$ cat src/rtl/stopwatch_preset_ctrl_pkg.sv
// ---------------------------------------------------------------------------
// stopwatch_pkg
//   Shared types and constants for the stopwatch preset loader.
//   - bcd_digit_t     : one BCD digit
//   - loader_state_t  : loader FSM states
//   - UP_LIMIT_DEF    : default count-down start / add clamp (49:30)
//   - DOWN_LIMIT_DEF  : default count-up start (10:20)
//   - bcd_sat9()      : forces a non-decimal nibble to 9
// ---------------------------------------------------------------------------
package stopwatch_pkg;

    typedef logic [3:0] bcd_digit_t;

    typedef enum logic [1:0] {
        IDLE,
        CALC,
        CLAMP,
        OFFER
    } loader_state_t;

    localparam logic [15:0] UP_LIMIT_DEF   = 16'h4930;
    localparam logic [15:0] DOWN_LIMIT_DEF = 16'h1020;

    function automatic bcd_digit_t bcd_sat9(input bcd_digit_t d);
        return (d > 4'd9) ? 4'd9 : d;
    endfunction

endpackage

$ cat src/rtl/stopwatch_preset_ctrl_if.sv
// ---------------------------------------------------------------------------
// stopwatch_preset_ctrl_if
//   Valid/ready load port between the preset loader and the stopwatch counter.
//   preset        : BCD MM:SS preset word (TW bits)
//   preset_valid  : preset offered
//   preset_ready  : counter accepts preset
//   master = loader side, slave = counter side.
// ---------------------------------------------------------------------------
interface stopwatch_preset_ctrl_if #(
    parameter int TW = 16
) ();
    logic [TW-1:0] preset;
    logic          preset_valid;
    logic          preset_ready;

    modport master (
        output preset,
        output preset_valid,
        input  preset_ready
    );

    modport slave (
        input  preset,
        input  preset_valid,
        output preset_ready
    );
endinterface

$ cat src/rtl/stopwatch_preset_ctrl_bcd_digit_add.sv
// ---------------------------------------------------------------------------
// bcd_digit_add
//   Combinational single-digit BCD adder: sum/cout = a + b + cin (decimal).
//   a, b   : BCD digit operands
//   cin    : decimal carry in
//   sum    : BCD result digit
//   cout   : decimal carry out
// ---------------------------------------------------------------------------
module bcd_digit_add
    import stopwatch_pkg::*;
(
    input  bcd_digit_t a,
    input  bcd_digit_t b,
    input  logic       cin,
    output bcd_digit_t sum,
    output logic       cout
);
    logic [4:0] w_raw;

    always_comb begin
        w_raw = {1'b0, a} + {1'b0, b} + {4'b0000, cin};
        cout  = (w_raw > 5'd9);
        // Adding 6 skips the six non-decimal codes; the 4-bit wrap drops the 16.
        sum   = cout ? (w_raw[3:0] + 4'd6) : w_raw[3:0];
    end
endmodule

$ cat src/rtl/stopwatch_preset_ctrl.sv
// ---------------------------------------------------------------------------
// stopwatch_preset_ctrl
//   Builds the BCD MM:SS preset word for the stopwatch counter: either a
//   direction-dependent limit, or current time + N minutes (digit-serial BCD
//   add, clamped to UP_LIMIT). The result is offered on a valid/ready port.
//
//   Optional build macro LOADER_WRAP_EN: the minute add wraps modulo
//   10^MIN_DIGITS instead of clamping; sat stays 0; latency is unchanged.
//
// Ports
//   clk       : clock, rising edge
//   Sreset    : asynchronous active-high reset
//   reverse   : 1 = count-down (load UP_LIMIT), 0 = count-up (load DOWN_LIMIT)
//   load_req  : limit preset request pulse (wins over add_req)
//   add_req   : add request pulse
//   add_min   : BCD minutes to add (digits > 9 are taken as 9)
//   cur_time  : current counter value, BCD MM:SS
//   busy      : loader not idle
//   sat       : last add result was clamped
//   ld        : load port (preset / preset_valid / preset_ready), master side
// ---------------------------------------------------------------------------
module stopwatch_preset_ctrl
    import stopwatch_pkg::*;
#(
    parameter int                          MIN_DIGITS = 2,
    parameter logic [4*(MIN_DIGITS+2)-1:0] UP_LIMIT   = UP_LIMIT_DEF,
    parameter logic [4*(MIN_DIGITS+2)-1:0] DOWN_LIMIT = DOWN_LIMIT_DEF
) (
    input  logic                          clk,
    input  logic                          Sreset,
    input  logic                          reverse,
    input  logic                          load_req,
    input  logic                          add_req,
    input  logic [4*MIN_DIGITS-1:0]       add_min,
    input  logic [4*(MIN_DIGITS+2)-1:0]   cur_time,
    output logic                          busy,
    output logic                          sat,
    stopwatch_preset_ctrl_if.master       ld
);
    localparam int TW = 4*(MIN_DIGITS+2);
    localparam int MW = 4*MIN_DIGITS;
    localparam int CW = (MIN_DIGITS > 1) ? $clog2(MIN_DIGITS) : 1;

    loader_state_t   r_state;
    loader_state_t   w_next;

    logic [7:0]      r_secs;
    logic [MW-1:0]   r_mins;
    logic [MW-1:0]   r_add;
    logic [CW-1:0]   r_cnt;
    logic            r_carry;
    logic [TW-1:0]   r_preset;
    logic            r_sat;

    logic [MW-1:0]   w_add_sat;
    bcd_digit_t      w_sum_dig;
    logic            w_cout;
    logic            w_last;
    logic            w_take_load;
    logic            w_take_add;
    logic [TW-1:0]   w_sum_word;

    assign w_take_load = (r_state == IDLE) && load_req;
    assign w_take_add  = (r_state == IDLE) && !load_req && add_req;
    assign w_last      = (r_cnt == CW'(MIN_DIGITS-1));
    assign w_sum_word  = {r_mins, r_secs};

    always_comb begin
        w_add_sat = '0;
        for (int i = 0; i < MIN_DIGITS; i++) begin
            w_add_sat[4*i +: 4] = bcd_sat9(add_min[4*i +: 4]);
        end
    end

    // One adder reused across CALC cycles: the minute field and the addend
    // rotate right one digit per cycle, so after MIN_DIGITS cycles every
    // digit is back in place holding its sum.
    bcd_digit_add u_add (
        .a    (r_mins[3:0]),
        .b    (r_add[3:0]),
        .cin  (r_carry),
        .sum  (w_sum_dig),
        .cout (w_cout)
    );

    always_ff @(posedge clk or posedge Sreset) begin
        if (Sreset) begin
            r_state <= IDLE;
        end else begin
            r_state <= w_next;
        end
    end

    always_comb begin
        w_next = r_state;
        case (r_state)
            IDLE: begin
                if (load_req) begin
                    w_next = OFFER;
                end else if (add_req) begin
                    w_next = CALC;
                end
            end
            CALC: begin
                if (w_last) begin
                    w_next = CLAMP;
                end
            end
            CLAMP: w_next = OFFER;
            OFFER: begin
                if (ld.preset_ready) begin
                    w_next = IDLE;
                end
            end
            default: w_next = IDLE;
        endcase
    end

    // Operand capture and digit-serial add; the FSM guards their use.
    always_ff @(posedge clk) begin
        if (w_take_add) begin
            r_secs  <= cur_time[7:0];
            r_mins  <= cur_time[TW-1:8];
            r_add   <= w_add_sat;
            r_cnt   <= '0;
            r_carry <= 1'b0;
        end else if (r_state == CALC) begin
            r_mins  <= (r_mins >> 4) | (MW'(w_sum_dig) << (MW-4));
            r_add   <= r_add >> 4;
            r_cnt   <= r_cnt + CW'(1);
            r_carry <= w_cout;
        end
    end

    always_ff @(posedge clk or posedge Sreset) begin
        if (Sreset) begin
            r_preset <= '0;
            r_sat    <= 1'b0;
        end else if (w_take_load) begin
            r_preset <= reverse ? UP_LIMIT : DOWN_LIMIT;
            r_sat    <= 1'b0;
        end else if (w_take_add) begin
            r_sat    <= 1'b0;
        end else if (r_state == CLAMP) begin
`ifdef LOADER_WRAP_EN
            r_preset <= w_sum_word;
            r_sat    <= 1'b0;
`else
            // Valid BCD orders the same as binary, so a plain compare works.
            if (r_carry || (w_sum_word > UP_LIMIT)) begin
                r_preset <= UP_LIMIT;
                r_sat    <= 1'b1;
            end else begin
                r_preset <= w_sum_word;
                r_sat    <= 1'b0;
            end
`endif
        end
    end

    assign ld.preset       = r_preset;
    assign ld.preset_valid = (r_state == OFFER);
    assign busy            = (r_state != IDLE);
    assign sat             = r_sat;

endmodule

$ cat src/flat_wrapper.sv
// flat-port wrapper written by rule: the top's interface ports become plain ports
module stopwatch_preset_ctrl_flat import stopwatch_pkg::*;
#(
    parameter int                          MIN_DIGITS = 2,
    parameter logic [4*(MIN_DIGITS+2)-1:0] UP_LIMIT   = UP_LIMIT_DEF,
    parameter logic [4*(MIN_DIGITS+2)-1:0] DOWN_LIMIT = DOWN_LIMIT_DEF
)
  (clk, Sreset, reverse, load_req, add_req, add_min, cur_time, busy, sat, ld_preset, ld_preset_valid, ld_preset_ready);
  stopwatch_preset_ctrl_if #(.TW(16)) ld_i ();
  input  logic clk;
  input  logic Sreset;
  input  logic reverse;
  input  logic load_req;
  input  logic add_req;
  input  logic [4*MIN_DIGITS-1:0] add_min;
  input  logic [4*(MIN_DIGITS+2)-1:0] cur_time;
  output logic busy;
  output logic sat;
  output wire logic [$bits(ld_i.preset)-1:0] ld_preset;
  output wire logic [$bits(ld_i.preset_valid)-1:0] ld_preset_valid;
  input wire logic [$bits(ld_i.preset_ready)-1:0] ld_preset_ready;
  assign ld_preset = ld_i.preset;
  assign ld_preset_valid = ld_i.preset_valid;
  assign ld_i.preset_ready = ld_preset_ready;
  stopwatch_preset_ctrl #(.MIN_DIGITS(MIN_DIGITS), .UP_LIMIT(UP_LIMIT), .DOWN_LIMIT(DOWN_LIMIT)) u_core (.clk(clk), .Sreset(Sreset), .reverse(reverse), .load_req(load_req), .add_req(add_req), .add_min(add_min), .cur_time(cur_time), .busy(busy), .sat(sat), .ld(ld_i));
endmodule
$ cat config.mk
export PLATFORM = sky130hd
export DESIGN_NAME = stopwatch_preset_ctrl_flat
export DESIGN_NICKNAME = d
export VERILOG_FILES = /design/src/rtl/stopwatch_preset_ctrl_pkg.sv /design/src/rtl/stopwatch_preset_ctrl_if.sv /design/src/rtl/stopwatch_preset_ctrl_bcd_digit_add.sv /design/src/rtl/stopwatch_preset_ctrl.sv /design/src/flat_wrapper.sv
export SDC_FILE = /design/constraint.sdc
export NUM_CORES = 1
export LEC_CHECK = 0
export CELL_PAD_IN_SITES_DETAIL_PLACEMENT = 0
export CELL_PAD_IN_SITES_GLOBAL_PLACEMENT = 1
export CORE_AREA = 2 2 78 80
export CTS_BUF_LIST = sky130_fd_sc_hd__clkbuf_4
export DETAILED_ROUTE_END_ITERATION = 8
export DIE_AREA = 0 0 80 82
export GPL_TIMING_DRIVEN = 0
export PLACE_DENSITY_LB_ADDON = 0.1
export SYNTH_ARGS = -nofsm -noshare
export SYNTH_HDL_FRONTEND = slang
export SYNTH_SLANG_ARGS = --single-unit
$ cat constraint.sdc
create_clock -name clk -period 3.8 [get_ports clk]
set_input_delay 0.38 -clock clk [delete_from_list [all_inputs] [get_ports clk]]
set_output_delay 0.38 -clock clk [all_outputs]
set_load 0.05 [all_outputs]
# --- Word level (Yosys, flattened, before mapping) ---
# Cells that the tools add are included.
totals:
  ff_bits: 45
  in_bits: 30
  out_inout_bits: 19
  elab_cells: 57
op_classes:
  n_addsub: 4
  order_cmp: 4
  n_eq_ne: 7
  muxes: 21
  n_bitwise: 1
  reduce_logical: 12
ops:
  columns: ["op", "count"]
  rows:
  - ["$mux W16", 4]
  - ["$mux W8", 4]
  - ["$gt A16 B15 Y1 const B", 1]
  - ["$mux W15", 1]
  - ["$mux W4", 3]
  - ["$gt A4 B4 Y1 const B", 2]
  - ["$mux W2", 4]
  - ["$or A4 B8 Y8", 1]
  - ["$pmux W2 S4", 1]
  - ["$ne A2 B1 Y1 const B", 3]
  - ["$reduce_bool A2 Y1", 3]
  - ["$add A4 B4 Y5", 1]
  - ["$add A5 B1 Y5", 1]
  - ["$gt A5 B4 Y1 const B", 1]
  - ["$add A4 B3 Y4 const B", 1]
  - ["$eq A2 B2 Y1 const B", 2]
  - ["$mux W1", 4]
  - ["$logic_and A1 B1 Y1", 3]
  - ["$ne A3 B3 Y1 const B", 1]
  - ["$reduce_and A3 Y1", 1]
  - ["$reduce_bool A3 Y1", 1]
  - ["$eq A2 B1 Y1 const B", 1]
  - ["$logic_not A2 Y1", 1]
  - ["$reduce_and A2 Y1", 1]
  - ["other kinds (3)", 3]

# --- Longest topological paths before layout ---
depth:
  word_depth: 7
  depth_mapped: 10
  ltp_nobuf: 10

# --- Hierarchy ---
# Synthesis repeated with hierarchy kept, for this count alone.
unflattened:
  cells_unflattened: 209
  hier_area_um2: 2235.9
modules_own_cells:
  columns: ["mod", "n_inst", "cells_per_inst", "area_per_inst_um2", "seq_area_each_um2"]
  rows:
  - ["stopwatch_preset_ctrl", 1, 187, 2024.4, 1236.2]
  - ["bcd_digit_add", 1, 22, 211.5, 0.0]

# --- Worst setup path after synthesis ---
# No wires, ideal clock.
synth_path:
  path_kind: "register to register"
  start: "register u_core.r_mins[0]"
  end: "register u_core.r_mins[6], data pin"
  setup_time_ps: 261
  arrival_time_ps: 2538
  required_ps: 3539
  path_slack_ps: 1001
  path_stages_with_launch: 11
  path_buffers: 0
  synth_period_minus_slack_ps: 2799
  path_cell_list: "edfxtp_1 > fa_1 > fa_1 > xor2_1 > inv_1 > ha_1 > inv_1 > o22ai_1 > o31ai_1 > nor3_1 > a221o_1"
synth_between:
  elab_chain_len: 7
  elab_cells_between_ends: 8
  classes_between: "add/sub (3); order compare (1); mux (3); bitwise (1)"
synth_lines:
  columns: ["element", "line_no", "text"]
  rows:
  - ["start: declaration", "stopwatch_preset_ctrl.sv:48", "logic [MW-1:0] r_mins;"]
  - ["start signal: assignment", "stopwatch_preset_ctrl.sv:123", "r_mins <= cur_time[TW-1:8];"]
  - ["start signal: assignment", "stopwatch_preset_ctrl.sv:128", "r_mins <= (r_mins >> 4) | (MW'(w_sum_dig) << (MW-4));"]
  - ["$add A4 B4 Y5 *", "stopwatch_preset_ctrl_bcd_digit_add.sv:21", "w_raw = {1'b0, a} + {1'b0, b} + {4'b0000, cin};"]
  - ["$add A5 B1 Y5 *", "stopwatch_preset_ctrl_bcd_digit_add.sv:21", null]
  - ["$add A4 B3 Y4 / $gt A5 B4 Y1 (equally long branches)", "stopwatch_preset_ctrl_bcd_digit_add.sv:24, stopwatch_preset_ctrl_bcd_digit_add.sv:22", null]
  - ["$mux W4 *", "stopwatch_preset_ctrl_bcd_digit_add.sv:24", "sum = cout ? (w_raw[3:0] + 4'd6) : w_raw[3:0];"]
  - ["$or A4 B8 Y8 *", "stopwatch_preset_ctrl.sv:128", null]
  - ["$mux W8 *", "stopwatch_preset_ctrl.sv:127", "end else if (r_state == CALC) begin"]
  - ["$mux W8 *", "stopwatch_preset_ctrl.sv:121", "if (w_take_add) begin"]
# Every way passes the cells marked *; elsewhere a longest branch is shown, timed or not. The select of a mux whose other input is x is not followed.
# A chain may end at the register's enable or synchronous reset.

# --- Worst setup path after layout ---
# Ends and elaborated chain as after synthesis.

==> run summary <==
initial antenna violation count: 0
Slew headroom: 43.33%
Iteration-0 DRC Markers: 82
worst-margin pin slew: 0.8501 ns
worst skew pair latency: 0.35 ns
max cap viols: 0
crit end category: register
outcome: complete, no violations
average instance area after synthesis: 10.86 sq um
minimum clock period: 3.165 ns
final net count: 300
TritonRoute pass-1 iters: 4
CTS tree: yes
Post-Syn Area: 2215 sq um
Crit path required time: 3.90 ns
Sum Neg Setup Slack: 0 ns
# DRC: 0
R2R depth: 10
Setup violations, final: 0
Crit. Startpoint: u_core.r_mins[0]
final hold violations: 0
wire length on met2: 2206 um
initial core utilization: 38.55%
Top Metal Used: met4
global-route wire length before repair: 7555 um
via/cell ratio: 4.779
Routed met3 length: 171 um
worst hold path type: in2async
RSZ-0062 raised after global routing: false
Synth async-reset ratio: 42.22%
LEAKAGE: 1.158 nW
CTS HTree Levels: 2
vias in the first global route: 1,546
GRT Residual Overflow: 0
power per cell area: 909.3 nW/um^2
clk buf depth: 2
Overall Global Routing Usage: 15.12%
most frequent cells in the layout: clkdlybuf4s50_1, nand2_1, edfxtp_1
root buffer cell: clkbuf_4
CTS Hold Bufs: 0
Achievable Freq: 0.3160 GHz
Final ANT Viol Nets: 0
crit-path max FO: 4
unique cell type count in the Yosys netlist: 40
Syn Nets: 245
Setup Skew: 0.01527 ns
Synth Flop Type: edfxtp_1
commonest non-fill, non-tap cell in the layout: clkdlybuf4s50_1
TritonCTS Buffers: 5
layout cells sized above 1: 8.462%
top-level I/O count: 49
Core ar.: 5746 sq um
Post-DP Area: 2789 sq um
largest net degree at the start of global routing: 20
register area share after synthesis: 55.82%
die area: 6560 sq um
Max IR drop VDD: 0.0005862 V
Worst R2R Start: u_core.r_mins[0]
register bit total from synthesis: 45
DIE HEIGHT: 82 um
DP HPWL: 3444 um
Reg clk slew, reported paths: 0.13 ns
YS warnings: 0
Critical Path End: u_core.r_mins[6]
Via Count: 1,601
# rows: 28
WL/cell: 13.60 um
CP arrival: 3.26 ns
post-CTS sizing: 0
Post-synth EDFFs: 24
Die W: 80 um
Port Buffer Count: 48
critical path type: reg2reg
final slew viol count: 0
final WL: 4557 um
ANT cells: 0
Area Overhead vs Synth: 29.49%
CP Launch Type: register
Final GP Congestion: 0.8119
r2r endpoint: u_core.r_mins[6]
part of the cycle the worst path needs: 83.29%
setup bufs post-CTS: 0
clock sink count: 45
Cells after Synth: 204
final instance area: 2868 sq um
M1 WL: 2139 um
r2r setup slk: 0.64 ns
sequential cells by signal, indices dropped and copies added, names as in the netlist:
register and cells:
u_core.r_carry 1, u_core.ld.preset 16, u_core.sat 1, u_core.r_mins 8, u_core.r_secs 8, u_core.r_state 2
u_core.r_cnt 1, u_core.r_add 8
worst max-delay path, cell delays in order (launching register included):
cell,delay [ns]
edfxtp_1,0.48
fa_1,0.44
fa_1,0.41
xor2_1,0.20
inv_1,0.08
ha_1,0.23
inv_1,0.06
o22ai_1,0.08
o31ai_1,0.58
nor3_1,0.09
a221o_1,0.27
logic make-up after synthesis:
group / count (synthesis) / synth area share [%]
simple gates: 77 / 16.84
compound gates: 48 / 15.48
flops: 45 / 55.82
buf+inv: 20 / 3.728
fa+ha+maj: 11 / 6.893
xor+xnor: 2 / 0.7911
mux: 1 / 0.4520
how the worst min path moves through the flow:
stage	from	endpoint	slack [ns]	depth (start not counted)
floorplan	Sreset	u_core.ld.preset[0]	0.33	1
global placement	u_core.r_cnt	u_core.r_cnt	0.45	2
detailed placement	u_core.r_cnt	u_core.r_cnt	0.46	2
CTS	Sreset	u_core.ld.preset[12]	0.46	2
global route	Sreset	u_core.ld.preset[12]	0.51	2
finish	Sreset	u_core.ld.preset[12]	0.46	2
synthesized netlist by cell type, types with 3 or more instances:
cell type  count  area share [%]
dfrtp_1       19              21
nor3_1         3            0.68
nand2b_1       9             2.5
ha_1           9             5.1
o31a_1         5             2.0
o21ai_0        8             1.8
clkbuf_1       4            0.68
o21ai_2       10             4.0
a21oi_1       13             2.9
nor2_1         5            0.85
inv_1         14             2.4
edfxtp_1      24              33
nand2_1       46             7.8
nor3b_1        3             1.0
cell type report:
type,count,area (sq um)
Buffer,5,26.28
Inverter,15,56.30
Sequential cell,45,1236
Fill cell,578,2878
Tap cell,75,93.84
Clock buffer,6,45.04
Clock inverter,2,33.78
Timing Repair Buffer,48,480.5
Multi-Input combinational cell,139,895.9
metrics by stage:
step	utilization, %	cells	setup WS [ns]	total power, mW	hold slack (ns)
3_3_place_gp	48.54	327	0.6318	2.329	0.4534
4_1_cts	49.91	335	0.6229	2.642	0.4626
3_5_place_dp	48.54	327	0.6391	2.346	0.4585
5_1_grt	49.91	335	0.4633	2.834	0.5068
6_report	49.91	335	0.6350	2.608	0.4579
2_1_floorplan	-	204	1.001	1.938	0.3311
routing by layer:
layer / GRT usage (%) / vias to the layer above
li1: - / 827
met1: 20.63 / 739
met2: 24.67 / 30
met3: 3.736 / 5
met4: 3.051 / 0
met5: 0 / -
power by group:
part	leakage (nW)	internal, mW	switching [mW]
clock	0.0433	0.144	0.145
sequential	0.473	0.762	0.124
combinational	0.642	0.561	0.871
Power figures use the tool's default switching activity.
